[src/rtl/adau_i2s_receiver.sv]
// ADAU1761 I2S capture: oversamples bclk/lrclk/sdata, deserialises 24-bit stereo frames into a small FIFO.
// Define ADAU_I2S_RX_SYNC_EN to add a 2-FF synchronizer on the I2S pins when bclk is asynchronous to clk.
module adau_i2s_receiver #(
   parameter int DATA_WIDTH = 24,
   parameter int SLOT_WIDTH = 32,
   parameter int FIFO_AW    = 2
) (
   input  logic                  clk,
   input  logic                  resetn,
   input  logic                  bclk,
   input  logic                  lrclk,
   input  logic                  sdata,
   output logic [DATA_WIDTH-1:0] frame_l,
   output logic [DATA_WIDTH-1:0] frame_r,
   output logic                  frame_valid,
   input  logic                  frame_ready,
   output logic [FIFO_AW:0]      fill,
   output logic                  overflow,
   input  logic                  overflow_clr
);
   localparam int CW    = $clog2(SLOT_WIDTH) + 1;
   localparam int DEPTH = 1 << FIFO_AW;
   localparam logic [CW-1:0]      DW_CNT    = CW'(DATA_WIDTH);
   localparam logic [CW-1:0]      SW_CNT    = CW'(SLOT_WIDTH);
   localparam logic [FIFO_AW:0]   DEPTH_CNT = (FIFO_AW + 1)'(DEPTH);

   typedef enum logic [1:0] {S_SYNC, S_LEFT, S_RIGHT} state_t;

   // pins_q holds {bclk, lrclk, sdata} as seen by the capture logic
   logic [2:0] pins_q;
`ifdef ADAU_I2S_RX_SYNC_EN
   logic [2:0] meta_q;
   always_ff @(posedge clk) begin
      if (!resetn) begin
         meta_q <= '0;
         pins_q <= '0;
      end else begin
         meta_q <= {bclk, lrclk, sdata};
         pins_q <= meta_q;
      end
   end
`else
   always_ff @(posedge clk) begin
      if (!resetn) pins_q <= '0;
      else         pins_q <= {bclk, lrclk, sdata};
   end
`endif

   logic bclk_hist_q;
   always_ff @(posedge clk) begin
      if (!resetn) bclk_hist_q <= 1'b0;
      else         bclk_hist_q <= pins_q[2];
   end

   state_t                state_q;
   logic [CW-1:0]         cnt_q;
   logic                  lr_prev_q;
   logic [DATA_WIDTH-1:0] left_q, right_q;
   logic                  push_q;
   logic                  rise, lr_edge, lr_s, sd_s, full_word;

   assign rise      = pins_q[2] & ~bclk_hist_q;
   assign lr_s      = pins_q[1];
   assign sd_s      = pins_q[0];
   assign lr_edge   = rise & (lr_s != lr_prev_q);
   assign full_word = (cnt_q >= DW_CNT);

   // The rise carrying lr_edge is the I2S delay bit, so it never shifts data.
   always_ff @(posedge clk) begin
      if (!resetn) begin
         state_q   <= S_SYNC;
         cnt_q     <= '0;
         lr_prev_q <= 1'b0;
         left_q    <= '0;
         right_q   <= '0;
         push_q    <= 1'b0;
      end else begin
         push_q <= 1'b0;
         if (rise) begin
            lr_prev_q <= lr_s;
            unique case (state_q)
               S_SYNC: begin
                  if (lr_edge && !lr_s) begin
                     state_q <= S_LEFT;
                     cnt_q   <= '0;
                  end
               end
               S_LEFT: begin
                  if (lr_edge) begin
                     cnt_q   <= '0;
                     state_q <= (lr_s && full_word) ? S_RIGHT : S_SYNC;
                  end else begin
                     if (cnt_q < DW_CNT) left_q <= DATA_WIDTH'({left_q, sd_s});
                     if (cnt_q < SW_CNT) cnt_q <= cnt_q + CW'(1);
                  end
               end
               S_RIGHT: begin
                  if (lr_edge) begin
                     cnt_q <= '0;
                     if (!lr_s && full_word) begin
                        push_q  <= 1'b1;
                        state_q <= S_LEFT;
                     end else begin
                        state_q <= S_SYNC;
                     end
                  end else begin
                     if (cnt_q < DW_CNT) right_q <= DATA_WIDTH'({right_q, sd_s});
                     if (cnt_q < SW_CNT) cnt_q <= cnt_q + CW'(1);
                  end
               end
               default: state_q <= S_SYNC;
            endcase
         end
      end
   end

   // left_q/right_q stay stable for several clk after the pushing rise, so the FIFO writes them directly.
   logic [2*DATA_WIDTH-1:0] mem_q [DEPTH];
   logic [2*DATA_WIDTH-1:0] head_q, wdata;
   logic [FIFO_AW-1:0]      rd_q, wr_q, rd_d, wr_d;
   logic [FIFO_AW:0]        count_q, count_d;
   logic                    ovf_q, pop, full, do_push, drop;

   always_comb begin
      wdata   = {left_q, right_q};
      pop     = frame_ready && (count_q != '0);
      full    = (count_q == DEPTH_CNT);
      do_push = push_q && (!full || pop);
      drop    = push_q && full && !pop;
      rd_d    = pop ? rd_q + FIFO_AW'(1) : rd_q;
      wr_d    = do_push ? wr_q + FIFO_AW'(1) : wr_q;
      count_d = count_q;
      unique case ({do_push, pop})
         2'b10:   count_d = count_q + (FIFO_AW + 1)'(1);
         2'b01:   count_d = count_q - (FIFO_AW + 1)'(1);
         default: count_d = count_q;
      endcase
   end

   always_ff @(posedge clk) begin
      if (do_push) mem_q[wr_q] <= wdata;
   end

   // Head register reads at the next read pointer; bypass when that slot is being written now.
   always_ff @(posedge clk) begin
      if (!resetn) begin
         rd_q    <= '0;
         wr_q    <= '0;
         count_q <= '0;
         head_q  <= '0;
         ovf_q   <= 1'b0;
      end else begin
         rd_q    <= rd_d;
         wr_q    <= wr_d;
         count_q <= count_d;
         if (count_d == '0)                 head_q <= '0;
         else if (do_push && (wr_q == rd_d)) head_q <= wdata;
         else                                head_q <= mem_q[rd_d];
         if (drop)              ovf_q <= 1'b1;
         else if (overflow_clr) ovf_q <= 1'b0;
      end
   end

   assign frame_l     = head_q[2*DATA_WIDTH-1:DATA_WIDTH];
   assign frame_r     = head_q[DATA_WIDTH-1:0];
   assign frame_valid = (count_q != '0);
   assign fill        = count_q;
   assign overflow    = ovf_q;

endmodule
[config.mk]
export PLATFORM = sky130hd
export DESIGN_NAME = adau_i2s_receiver
export DESIGN_NICKNAME = d
export VERILOG_FILES = /design/src/rtl/adau_i2s_receiver.sv
export SDC_FILE = /design/constraint.sdc
export NUM_CORES = 1
export LEC_CHECK = 0
export ABC_AREA = 1
export CORE_MARGIN = 1
export CORE_UTILIZATION = 64
export DETAILED_ROUTE_END_ITERATION = 8
export PLACE_DENSITY = 0.91
export SETUP_SLACK_MARGIN = 0.15
export SKIP_LAST_GASP = 1
export SYNTH_ARGS = -nofsm -noshare
export SYNTH_HDL_FRONTEND = slang
export SYNTH_SLANG_ARGS = --single-unit
[constraint.sdc]
create_clock -name clk -period 11.75 [get_ports clk]
set_input_delay 2.9375 -clock clk [delete_from_list [all_inputs] [get_ports clk]]
set_output_delay 2.9375 -clock clk [all_outputs]
set_load 0.05 [all_outputs]
After elaboration in Yosys (flattened, before gate mapping)
Memory sizes are Yosys's and may differ from the RTL's. A register that Yosys moved wholly into a read port is not among the register bits. Index checks and enable logic that the tools add are counted.

Add/subtract/negate cells: 5. $lt $le $gt $ge: 3. Equal/unequal tests: 10. Multiplexer cells: 17. Bitwise operators: 5. Reductions and logical operators: 23.

Operator list (count): $reduce_and A4 Y1 (5); $mux W6 (3); $pmux W6 S2 (1); $mux W2 (5); $logic_and A1 B1 Y1 (7); $add A6 B1 Y6 const B (1); $ge A6 B5 Y1 const B (1); $lt A6 B5 Y1 const B (1); $lt A6 B6 Y1 const B (1); $mux W1 (6); $ne A2 B2 Y1 const B (3); $pmux W2 S3 (1); $pmux W3 S2 (1); $add A2 B1 Y2 const B (2); $eq A2 B1 Y1 const B (2); $eq A2 B2 Y1 const B (2); $reduce_bool A2 Y1 (2); $reduce_or A2 Y1 (2); $add A3 B1 Y3 const B (1); $eq A3 B3 Y1 const B (1); $logic_not A1 Y1 (3); $logic_not A3 Y1 (1); $ne A3 B1 Y1 const B (1); $not A1 Y1 (3); other kinds (6) (7).

Bits in registers: 70. Memory bits (writable): 192. Input port bits: 7. Output and inout bits: 53. Memories kept: 1.

Memory list: mem_q (words 4, width 48, rd ports 1, clocked after Yosys merged registers in 1, write ports 1, RTL line 118) `logic [2*DATA_WIDTH-1:0] mem_q [DEPTH];`.

Logic depth before layout (Yosys ltp)
Gate-level depths: netlist (run 1).

Depth in word-level cells: 8. Mapped depth: 14. Mapped depth without buffers: 13.

Worst setup path after synthesis (run 1)
OpenSTA, ideal clock, no wires.

Path type: input port to flip-flop. From: input frame_ready. To: memory mem_q[0][0] in the netlist's numbering (enable). Arrival time: 5.468 ns. Data required time: 11.296 ns. Path slack: 5.828 ns. Stages on the path: 6. Path buffers: 2. Cell sequence: buf_2 nor2_1 nand2_1 nand2_1 buf_2 nor2_1.

Word-level cells in the longest chain between the ends: 5.

RTL lines: start, declared (RTL line 16) `input logic frame_ready,`; $logic_and A1 B1 Y1 (RTL line 126) `pop = frame_ready && (count_q != '0);`; $logic_or A1 B1 Y1 (RTL line 128) `do_push = push_q && (!full || pop);`; $logic_and A1 B1 Y1 (RTL line 128); $mux W1 (RTL line 141) `if (do_push) mem_q[wr_q] <= wdata;`; $mux W1 (implied by the code) (RTL line 141); end, declared (RTL line 118).

No other way between the ends.

Worst setup path in the final report (run 1)
From: input frame_ready. To: register head_q[30], read port of mem_q.

Word-level cells in the longest chain between the ends: 7. Elaborated cells between the ends (all ways): 9.

RTL lines: $logic_and A1 B1 Y1 * (RTL line 126); $logic_or A1 B1 Y1 (RTL line 128); $logic_and A1 B1 Y1 (RTL line 128); $eq A2 B1 Y1 or $eq A2 B2 Y1 (tied branches) (RTL line 133) `unique case ({do_push, pop})`; $pmux W3 S2 (RTL line 133); $logic_not A3 Y1 (RTL line 156) `if (count_d == '0) head_q <= '0;`; $reduce_or A2 Y1 (no source line); end, declared (RTL line 119) `logic [2*DATA_WIDTH-1:0] head_q, wdata;`.

Every way passes the cells marked *; elsewhere a longest branch is shown, timed or not. A chain may end at the register's enable or synchronous reset.

==> results of run 1 <==
metrics by stage:
stage | worst slack, ns | area (µm²)
after floorplan | 5.83 | 12400
after global placement | 5.66 | 13100
after detailed placement | 5.47 | 13100
after CTS | 5.93 | 14000
after global routing | 5.62 | 14000
final | 5.85 | 14000
power breakdown:
group / leakage [nW] / switching [W] / internal [W]
Clock: 0.456 / 0.000386 / 0.000512
Sequential: 2.52 / 0.0000376 / 0.00122
Combinational: 2.44 / 0.000759 / 0.000309
layer usage:
layer / track usage (%) / share of wire (%)
met1: 34.3 / 37
met5: 0 / 0
met3: 5.30 / 10
met4: 14.8 / 3.8
met2: 49.7 / 49
worst max-delay path: cells and delay by family:
kind	cells	cell delay, ns
buf+inv	2	1.26
simple gates	9	2.08
placed cells by master, fill, tap and decap left out, drive strengths merged, types with 52 or more instances in the layout:
master         instances
nand2                289
edfxtp               192
dfxtp                118
inv                  117
o21ai                100
a21oi                 94
nand3                 94
nor2                  90
clkdlybuf4s50         58
nand3b                52
final timing paths:
kind                            slack [ns]             startpoint                    end
worst max-delay path                  5.85            frame_ready  head_q[30]$_SDFF_PP0_
worst min-delay path                  0.44  cnt_q[4]$_SDFFE_PN0P_  cnt_q[4]$_SDFFE_PN0P_
worst max register to register        8.31     fill[2]$_SDFF_PN0_  head_q[30]$_SDFF_PP0_
worst min register to register        0.44  cnt_q[4]$_SDFFE_PN0P_  cnt_q[4]$_SDFFE_PN0P_
sequential cells by signal, summed over array words and instances, names as in the netlist:
signal and cells:
bclk_hist_q 1, left_q 24, push_q 1, state_q 2, rd_q 2, lr_prev_q 1, mem_q 192, fill 3
head_q 48, right_q 24, overflow 1, pins_q 3, cnt_q 6, wr_q 2
cell type report:
| type | count | area, µm² |
|---|---|---|
| sequential | 310 | 8130 |
| fill | 1146 | 4870 |
| multi-input combinational | 738 | 3550 |
| clock buffer | 42 | 835 |
| timing repair buffer | 70 | 668 |
| inverter | 118 | 443 |
| tap | 260 | 325 |
| clock inverter | 11 | 81.3 |
logic make-up after synthesis:
logic type	Yosys count	share of synthesized area, %
XOR/XNOR	1	0.0705
buffers and inverters	189	6.36
AND/OR/NAND/NOR	532	19.2
flip-flops	310	65.4
adder cells (fa/ha/maj)	11	1.17
AO/OA/AOI/OAI	194	7.81
synth_stat cells, drive strengths merged:
| cell type | n |
|---|---|
| nor2 | 90 |
| nand4 | 4 |
| edfxtp | 192 |
| nand3b | 52 |
| buf | 44 |
| nand3 | 94 |
| clkbuf | 27 |
| clkinv | 1 |
| dfxtp | 118 |
| fa | 1 |
| o21ai | 100 |
| nor3 | 3 |
| xor2 | 1 |
| a21oi | 94 |
| ha | 10 |
| nand2 | 289 |
| inv | 117 |
==> key figures, run 1 <==
Run status
  – Status: complete, no violations

Placement
  – Post-DP HPWL: approximately 15000 µm
  – Port bufs: 59
  – Dpl cells: 1496
  – Final GP Congestion: 0.793

Clocking
  – H-tree levels: 1
  – Post-cts resize count: 0
  – Num CTS Buffers: 29
  – CTS Buffer Depth: 3
  – CTS tree: built
  – Clock Latency Late Sink: roughly 0.55 ns
  – CTS Sinks: 310
  – Post-CTS setup buffers: 0
  – Clock slew at reported path FFs: roughly 0.070 ns
  – CTS Hold Bufs: 0
  – Root buf cell: clkbuf_16

Critical path
  – WS Path Type: primary input to register
  – Largest stage delay, worst path: slightly above 0.8 ns
  – Critical path startpoint category: primary input
  – Data arrival, critical path: roughly 6.3 ns
  – Slowest cell on the critical path: nand2_4
  – Worst Setup End Kind: register
  – R2R cell count: 12
  – Required time of the critical path: approximately 12 ns
  – Worst path most repeated cell: nand2_1
  – Worst-path cell chain: clkdlybuf4s50_1 > nand2_2 > nand2_4 > nand2_2 > nand2_1 > nand3_1 > nor2_4 > buf_4 > nand2_1 > nand2_1 > nor2_1
  – CP max FO: 98

Synthesis
  – Top post-synthesis cells by area: edfxtp_1 (46%), dfxtp_1 (19%), nand2_1 (8.5%)
  – Mean Syn Cell Area: about 10 µm²
  – #FFs+latches synth: 310
  – Number of synthesis warnings: 0
  – Sequential area share after synthesis: roughly 65%
  – Cell variety after synth: 27
  – Synthesized cell area: 12400 µm²
  – Synth Instances: approximately 1200
  – Synth top area share: a little under half
  – Cell accounting for the most synthesized area: edfxtp_1
  – Post-Syn Nets: 1255

Power and ir drop
  – Leak: 5.41 nW
  – Peak supply drop: 0.145 mV
  – Power Total: 0.00323 W
  – Power per cell area: approximately 230 nW/µm²

Timing
  – Worst Skew: 0.0128 ns
  – RSZ-0062 raised after global routing: false
  – Final period utilization: about half
  – Final Hold Fails: 0
  – Tmin final: about 5.9 ns
  – Pin slew with the least headroom to its limit: 1.14 ns
  – Hold Worst Slack: between 0.4 and 0.5 ns
  – F_max: around 170 MHz
  – Final Slew Violations: 0
  – # setup viols final: 0
  – Setup TNS: 0 ns
  – Relative slew slack: between 20% and 30%

GRT
  – GRT Util Overall: 28.6%
  – Vias in the first global route: around 9000
  – Initial antenna violation count: 0
  – Global-route wire length before repair: around 44000 µm
  – Largest net degree at the start of global routing: 99
  – Grt ovf: 0

Drt
  – First-pass iteration count of the detailed router: 6
  – Routed vias/inst: 5.85
  – Iteration-0 DRC Markers: 932
  – Antenna violation net count after detailed routing: 0
  – Total wire length: 28300 µm
  – DRC errors left: 0
  – Avg WL per Cell: 18.3 µm
  – Via count: around 9000

Floorplanning
  – Core Area: roughly 19000 µm²
  – FP Rows: 50
  – Top-Level Pins: 60
  – Die Area: around 20000 µm²
  – Initial core utilization: 65.8%
  – Die X: about 140 µm
  – Die Y: roughly 140 µm

Worst hold path
  – Hold Path Depth: 2
  – Hold Crit Class: register to register

Finish
  – Area grow syn2layout: 12.9%
  – Layout cell share with drive strength beyond 1: under 10%
  – Nets: ~1300
  – Final Util: between 70% and 80%
  – Finished Layout Cells: 1549
  – Number of inserted diodes: 0

Flow run
  – Max cap viols: 0
Power figures use the tool's default switching activity.
==> run 2: changes to the inputs <==
- CORE_UTILIZATION: 64 -> 60
- PLACE_DENSITY: 0.91 -> 0.86
- clock period: 11.75 -> 5.6 ns (I/O delays scaled with it)
==> run 2 against run 1 <==
Power up 120%. Via count unchanged. Sequential power up 110%. Non-clock buffer count up 6. Global-route usage down 1.6 points. Register-to-register slack worse by 5.4 ns. Wire length up 1.1%. Critical path depth unchanged. Clock-buffer cell count down 2. Critical path type unchanged. Critical endpoint is now head_q[39]$_SDFF_PP0_. Largest power group unchanged.
==> key figures, run 2 (same netlist as run 1, synthesis figures left out) <==
Run status
  – Status: complete, no violations

GRT
  – Vias in the first global route: 9008
  – Grt ovf: 0
  – Largest net degree at the start of global routing: a little under 100
  – Global-route wire length before repair: roughly 45000 µm
  – Initial antenna violation count: 0
  – GRT Util Overall: roughly 27%

Floorplanning
  – Die X: about 150 µm
  – FP Rows: between 50 and 60
  – Initial core utilization: between 60% and 70%
  – Core Area: about 20000 µm²
  – Die Y: between 100 and 150 µm
  – Top-Level Pins: 60
  – Die Area: around 21000 µm²

Worst hold path
  – Hold Crit Class: register to register
  – WHS Endpoint: bclk_hist_q$_SDFF_PN0_
  – HP Start: pins_q[2]$_SDFF_PN0_
  – Hold Path Depth: 2

Clocking
  – CTS Hold Bufs: 0
  – Clock Latency Late Sink: roughly 0.55 ns
  – Post-CTS setup buffers: 0
  – Clock slew at reported path FFs: 0.06 ns
  – Num CTS Buffers: 30
  – CTS Sinks: between 300 and 400
  – H-tree levels: 1
  – CTS tree: built
  – CTS Buffer Depth: 3
  – Root buf cell: clkbuf_16
  – Post-cts resize count: 0

Finish
  – Max reg flops: roughly 190
  – Commonest cells after routing, fill and taps aside: nand2_1 (282), edfxtp_1 (192), dfxtp_1 (118), inv_1 (112), a21oi_1 (94)
  – Area occupied by multi-input gates: around 3500 µm²
  – Regs by FF count: mem_q (192), head_q (48)
  – Nets: 1292
  – Layout cell share with drive strength beyond 1: under 10%
  – Commonest non-fill, non-tap cell in the layout: nand2_1
  – Fillers: between 1000 and 1500
  – Design area: roughly 14000 µm²
  – Register area: between 8000 and 9000 µm²
  – Final Util: between 70 and 80%
  – Area grow syn2layout: 14.6%
  – Number of inserted diodes: 0
  – Largest reg by FF count: mem_q

Critical path
  – Reg2reg setup slack: between 2 and 3 ns
  – Required time of the critical path: 5.99 ns
  – Critical path startpoint category: primary input
  – CP max FO: 26
  – Crit Reg-Reg Startpoint: fill[0]$_SDFF_PN0_
  – Worst Setup End Kind: register
  – Data arrival, critical path: slightly above 4 ns
  – WS Path Type: primary input to register
  – R2R cell count: 11
  – RR Endpoint: head_q[16]$_SDFF_PP0_

Timing
  – Setup TNS: 0 ns
  – RSZ-0062 raised after global routing: false
  – Final Hold Fails: 0
  – Pin slew with the least headroom to its limit: between 1 and 1.5 ns
  – Worst Skew: a little under 0.01 ns
  – Final Slew Violations: 0
  – # setup viols final: 0
  – Tmin final: between 3 and 4 ns
  – Relative slew slack: between 20 and 30%
  – F_max: ~270 MHz
  – Final period utilization: 66.7%

Power and ir drop
  – Sw Ratio: 36.1%
  – Sequential cell fraction of total power: roughly 38%
  – Leak: roughly 5.5 nW
  – Comb pwr share: ~32%
  – P_int: between 0.004 and 0.005 W
  – Clk pwr share: 30.2%
  – Switching power: 0.00254 W
  – Peak supply drop: approximately 0.33 mV
  – Power per cell area: 494 nW/µm²

Placement
  – Port bufs: 59
  – Final GP Congestion: between 0.8 and 0.9
  – Post-DP Area: between 10000 and 15000 µm²
  – Post-DP HPWL: around 15000 µm

Drt
  – Total wire length: roughly 29000 µm
  – DRC errors left: 0
  – First-pass iteration count of the detailed router: 6
  – Avg WL per Cell: 18.2 µm
  – Routed vias/inst: between 5 and 6
  – Via count: 9054
  – Antenna violation net count after detailed routing: 0
  – Iteration-0 DRC Markers: approximately 950

Flow run
  – Max cap viols: 0
[run 2: through the flow]
stage          setup WS [ns]  total power [W]  cells  hold slack (ns)
2_1_floorplan           1.22          0.00429   1237            0.407
3_3_place_gp            1.54          0.00485   1512            0.412
3_5_place_dp            1.40          0.00491   1512            0.425
4_1_cts                 1.95          0.00702   1567            0.435
5_1_grt                 1.59          0.00732   1567            0.477
6_report                1.87          0.00704   1567            0.430
[run 2: how the worst max path moves through the flow]
stage	start	endpoint	cells past startpoint	slack, ns
after global routing	frame_ready	head_q[39]$_SDFF_PP0_	11	1.59
after CTS	frame_ready	head_q[39]$_SDFF_PP0_	11	1.95
after global placement	frame_ready	head_q[0]$_SDFF_PP0_	11	1.54
final	frame_ready	head_q[39]$_SDFF_PP0_	11	1.87
after detailed placement	frame_ready	head_q[20]$_SDFF_PP0_	11	1.40
after floorplan	frame_ready	mem_q[0][0]$_DFFE_PP_	6	1.22
[run 2: final cells by class]
class	instances	share of cell area (%)
sequential	310	57.1
multi-input combinational	738	24.9
clock buffer	40	6.18
timing repair buffer	76	5.10
inverter	118	3.11
tap	270	2.37
clock inverter	15	1.26
[run 2: per-layer routing]
layer	track usage [%]	part of all wire, %	vias to the layer above
met5	0	0	-
met4	12.2	2.7	0
met3	3.57	8.5	65
met2	47.3	51	475
met1	33.7	38	4322
li1	-	-	4192
[run 2: power groups by stage]
| stage | combinational (W) | clock (W) | sequential [W] |
|---|---|---|---|
| after floorplan | 0.00112 | 0 | 0.00316 |
| after global placement | 0.00215 | 0 | 0.00270 |
| after detailed placement | 0.00222 | 0 | 0.00270 |
| after CTS | 0.00224 | 0.00213 | 0.00265 |
| after global routing | 0.00243 | 0.00222 | 0.00266 |
| final | 0.00226 | 0.00212 | 0.00265 |
[run 2: critical path, stage by stage]
cell	delay, ns
clkdlybuf4s50_1	0.56
nor2_1	0.21
nand2_1	0.11
nand2_1	0.47
nand2_1	0.19
nand2_1	0.12
nand2_1	0.05
nand3_1	0.10
nand2_1	0.10
nor2_4	0.66
a21oi_1	0.11
==> run 3: changes to the inputs <==
- clock period: 5.6 -> 3.6 ns (I/O delays scaled with it)
==> run 3 against run 2 <==
Worst hold slack lost 0.0047 ns. Design area shrank 0.25%. Setup slack lost 1.2 ns. Via count shrank 0.95%. Global-route usage shrank 0.63 points. Die area is the same. Power grew 51%. Clock power grew 39%. Clock-buffer cell count grew 6. Wire length shrank 2.1%. Cell count grew 0.13%. Sequential cell count is the same. Largest cell class unchanged.
==> key figures, run 3 (same netlist as run 1, synthesis figures left out) <==
Finish
  – Final Util: a little over two thirds
  – Regs by FF count: mem_q (192), head_q (48)
  – Area grow syn2layout: 14.3%
  – Nets: ~1300
  – Number of inserted diodes: 0
  – Commonest cells after routing, fill and taps aside: nand2_1 (282), edfxtp_1 (192), dfxtp_1 (118), inv_1 (112), a21oi_1 (94)
  – Max reg flops: approximately 190
  – Design area: about 14000 µm²
  – Commonest non-fill, non-tap cell in the layout: nand2_1
  – Largest reg by FF count: mem_q
  – Layout cell share with drive strength beyond 1: 6.39%

Drt
  – Antenna violation net count after detailed routing: 0
  – First-pass iteration count of the detailed router: 5
  – Via count: 8968
  – DRC errors left: 0
  – Iteration-0 DRC Markers: between 900 and 1000
  – Total wire length: 28000 µm
  – Avg WL per Cell: 17.8 µm
  – Routed vias/inst: ~5.7

Critical path
  – Required time of the critical path: between 4 and 5 ns
  – Slowest cell on the critical path: clkdlybuf4s50_1
  – Crit Reg-Reg Startpoint: fill[2]$_SDFF_PN0_
  – Reg2reg setup slack: around 1.2 ns
  – Crit path max-delay family: buffers and inverters
  – RR Endpoint: head_q[14]$_SDFF_PP0_
  – Worst-path cell chain: clkdlybuf4s50_1 > nand3_1 > fa_1 > inv_1 > nand3_1 > nand2_1 > nand2_1 > nand2_1 > nand3_1 > nand3_1 > buf_4 > nand2_1 > nor2_1
  – CP max FO: 22
  – Buf/Inv on CP: 3
  – Data arrival, critical path: ~3.4 ns
  – Worst Setup End Kind: register
  – WS Path Type: primary input to register
  – Largest stage delay, worst path: about 0.65 ns
  – R2R cell count: 14
  – Critical path startpoint category: primary input

Placement
  – Port bufs: between 50 and 60
  – Final GP Congestion: 0.849
  – Post-place setup slack: between 0.3 and 0.4 ns
  – Post-DP Area: around 13000 µm²
  – Post-DP HPWL: ~15000 µm

GRT
  – Global-route wire length before repair: approximately 44000 µm
  – Initial antenna violation count: 0
  – Largest net degree at the start of global routing: between 90 and 100
  – Vias in the first global route: 8893
  – Grt ovf: 0
  – GRT Util Overall: a little over a quarter

Worst hold path
  – Hold Crit Class: register to register
  – Hold Path Depth: 2
  – WHS Endpoint: bclk_hist_q$_SDFF_PN0_
  – HP Start: pins_q[2]$_SDFF_PN0_

Floorplanning
  – FP Rows: 52
  – Die Y: approximately 150 µm
  – Initial core utilization: between 60% and 70%
  – Die Area: 21300 µm²
  – Die X: roughly 150 µm
  – Core Area: approximately 20000 µm²
  – Top-Level Pins: 60

Run status
  – Status: complete, no violations

Clocking
  – Root buf cell: clkbuf_16
  – CTS Buffer Depth: 3
  – Num CTS Buffers: 29
  – CTS tree: built
  – Clock Latency Late Sink: ~0.53 ns
  – Post-cts resize count: 0
  – Clock slew at reported path FFs: 0.06 ns
  – H-tree levels: 1
  – CTS Sinks: just over 300
  – CTS Hold Bufs: 0
  – Post-CTS setup buffers: 0

Timing
  – # setup viols final: 0
  – Worst Skew: 0.00763 ns
  – Final period utilization: 80.4%
  – Pin slew with the least headroom to its limit: between 0.7 and 0.8 ns
  – Setup ws final: approximately 0.71 ns
  – Final Hold Fails: 0
  – Tmin final: a little under 3 ns
  – F_max: 346 MHz
  – RSZ-0062 raised after global routing: false
  – Relative slew slack: roughly 52%
  – Final Slew Violations: 0

Power and ir drop
  – Leak: 5.49 nW
  – Power per cell area: approximately 750 nW/µm²
  – Peak supply drop: ~0.74 mV

Flow run
  – Max cap viols: 0
run 3: cell type report:
type / count / area (µm²)
Clock inverter: 7 / 56.3
Clock buffer: 46 / 861
Multi-Input combinational cell: 738 / 3550
Fill cell: 1410 / 6100
Sequential cell: 310 / 8130
Inverter: 118 / 443
Tap cell: 270 / 338
Timing Repair Buffer: 80 / 831
run 3: where the power goes:
part | internal, W | switching (W) | total, W
Sequential | 0.00399 | 0.000130 | 0.00412
Clock | 0.00170 | 0.00124 | 0.00294
Combinational | 0.00109 | 0.00249 | 0.00358
Total | 0.00678 | 0.00386 | 0.0106
run 3: tightest hold or removal path, stage by stage (launching register included):
cell     delay (ns)
dfxtp_1        0.31
nand2_1        0.05
inv_1          0.03
run 3: metrics by stage:
stage | instances | setup TNS [ns] | hold WS (ns) | total power, W
final | 1569 | 0 | 0.425 | 0.0106
after global routing | 1569 | 0 | 0.447 | 0.0111
after CTS | 1569 | 0 | 0.423 | 0.0106
after detailed placement | 1516 | 0 | 0.422 | 0.00771
after global placement | 1516 | 0 | 0.412 | 0.00764
after floorplan | 1237 | -54.60 | 0.407 | 0.00667
run 3: worst max path at each step:
stage / startpoint / to / depth (start not counted)
after floorplan: frame_ready / mem_q[0][0]$_DFFE_PP_ / 6
after global placement: frame_ready / head_q[16]$_SDFF_PP0_ / 13
after detailed placement: frame_ready / head_q[14]$_SDFF_PP0_ / 13
after CTS: fill[0]$_SDFF_PN0_ / frame_valid / 3
after global routing: frame_ready / head_q[14]$_SDFF_PP0_ / 13
final: frame_ready / head_q[14]$_SDFF_PP0_ / 13
run 3: routing by layer:
metal | track usage [%] | part of all wire, % | vias to the layer above
met3 | 3.39 | 8.3 | 78
met5 | 0 | 0 | -
met1 | 32.3 | 37 | 4252
li1 | - | - | 4196
met2 | 46.8 | 51 | 442
met4 | 12.0 | 3.6 | 0
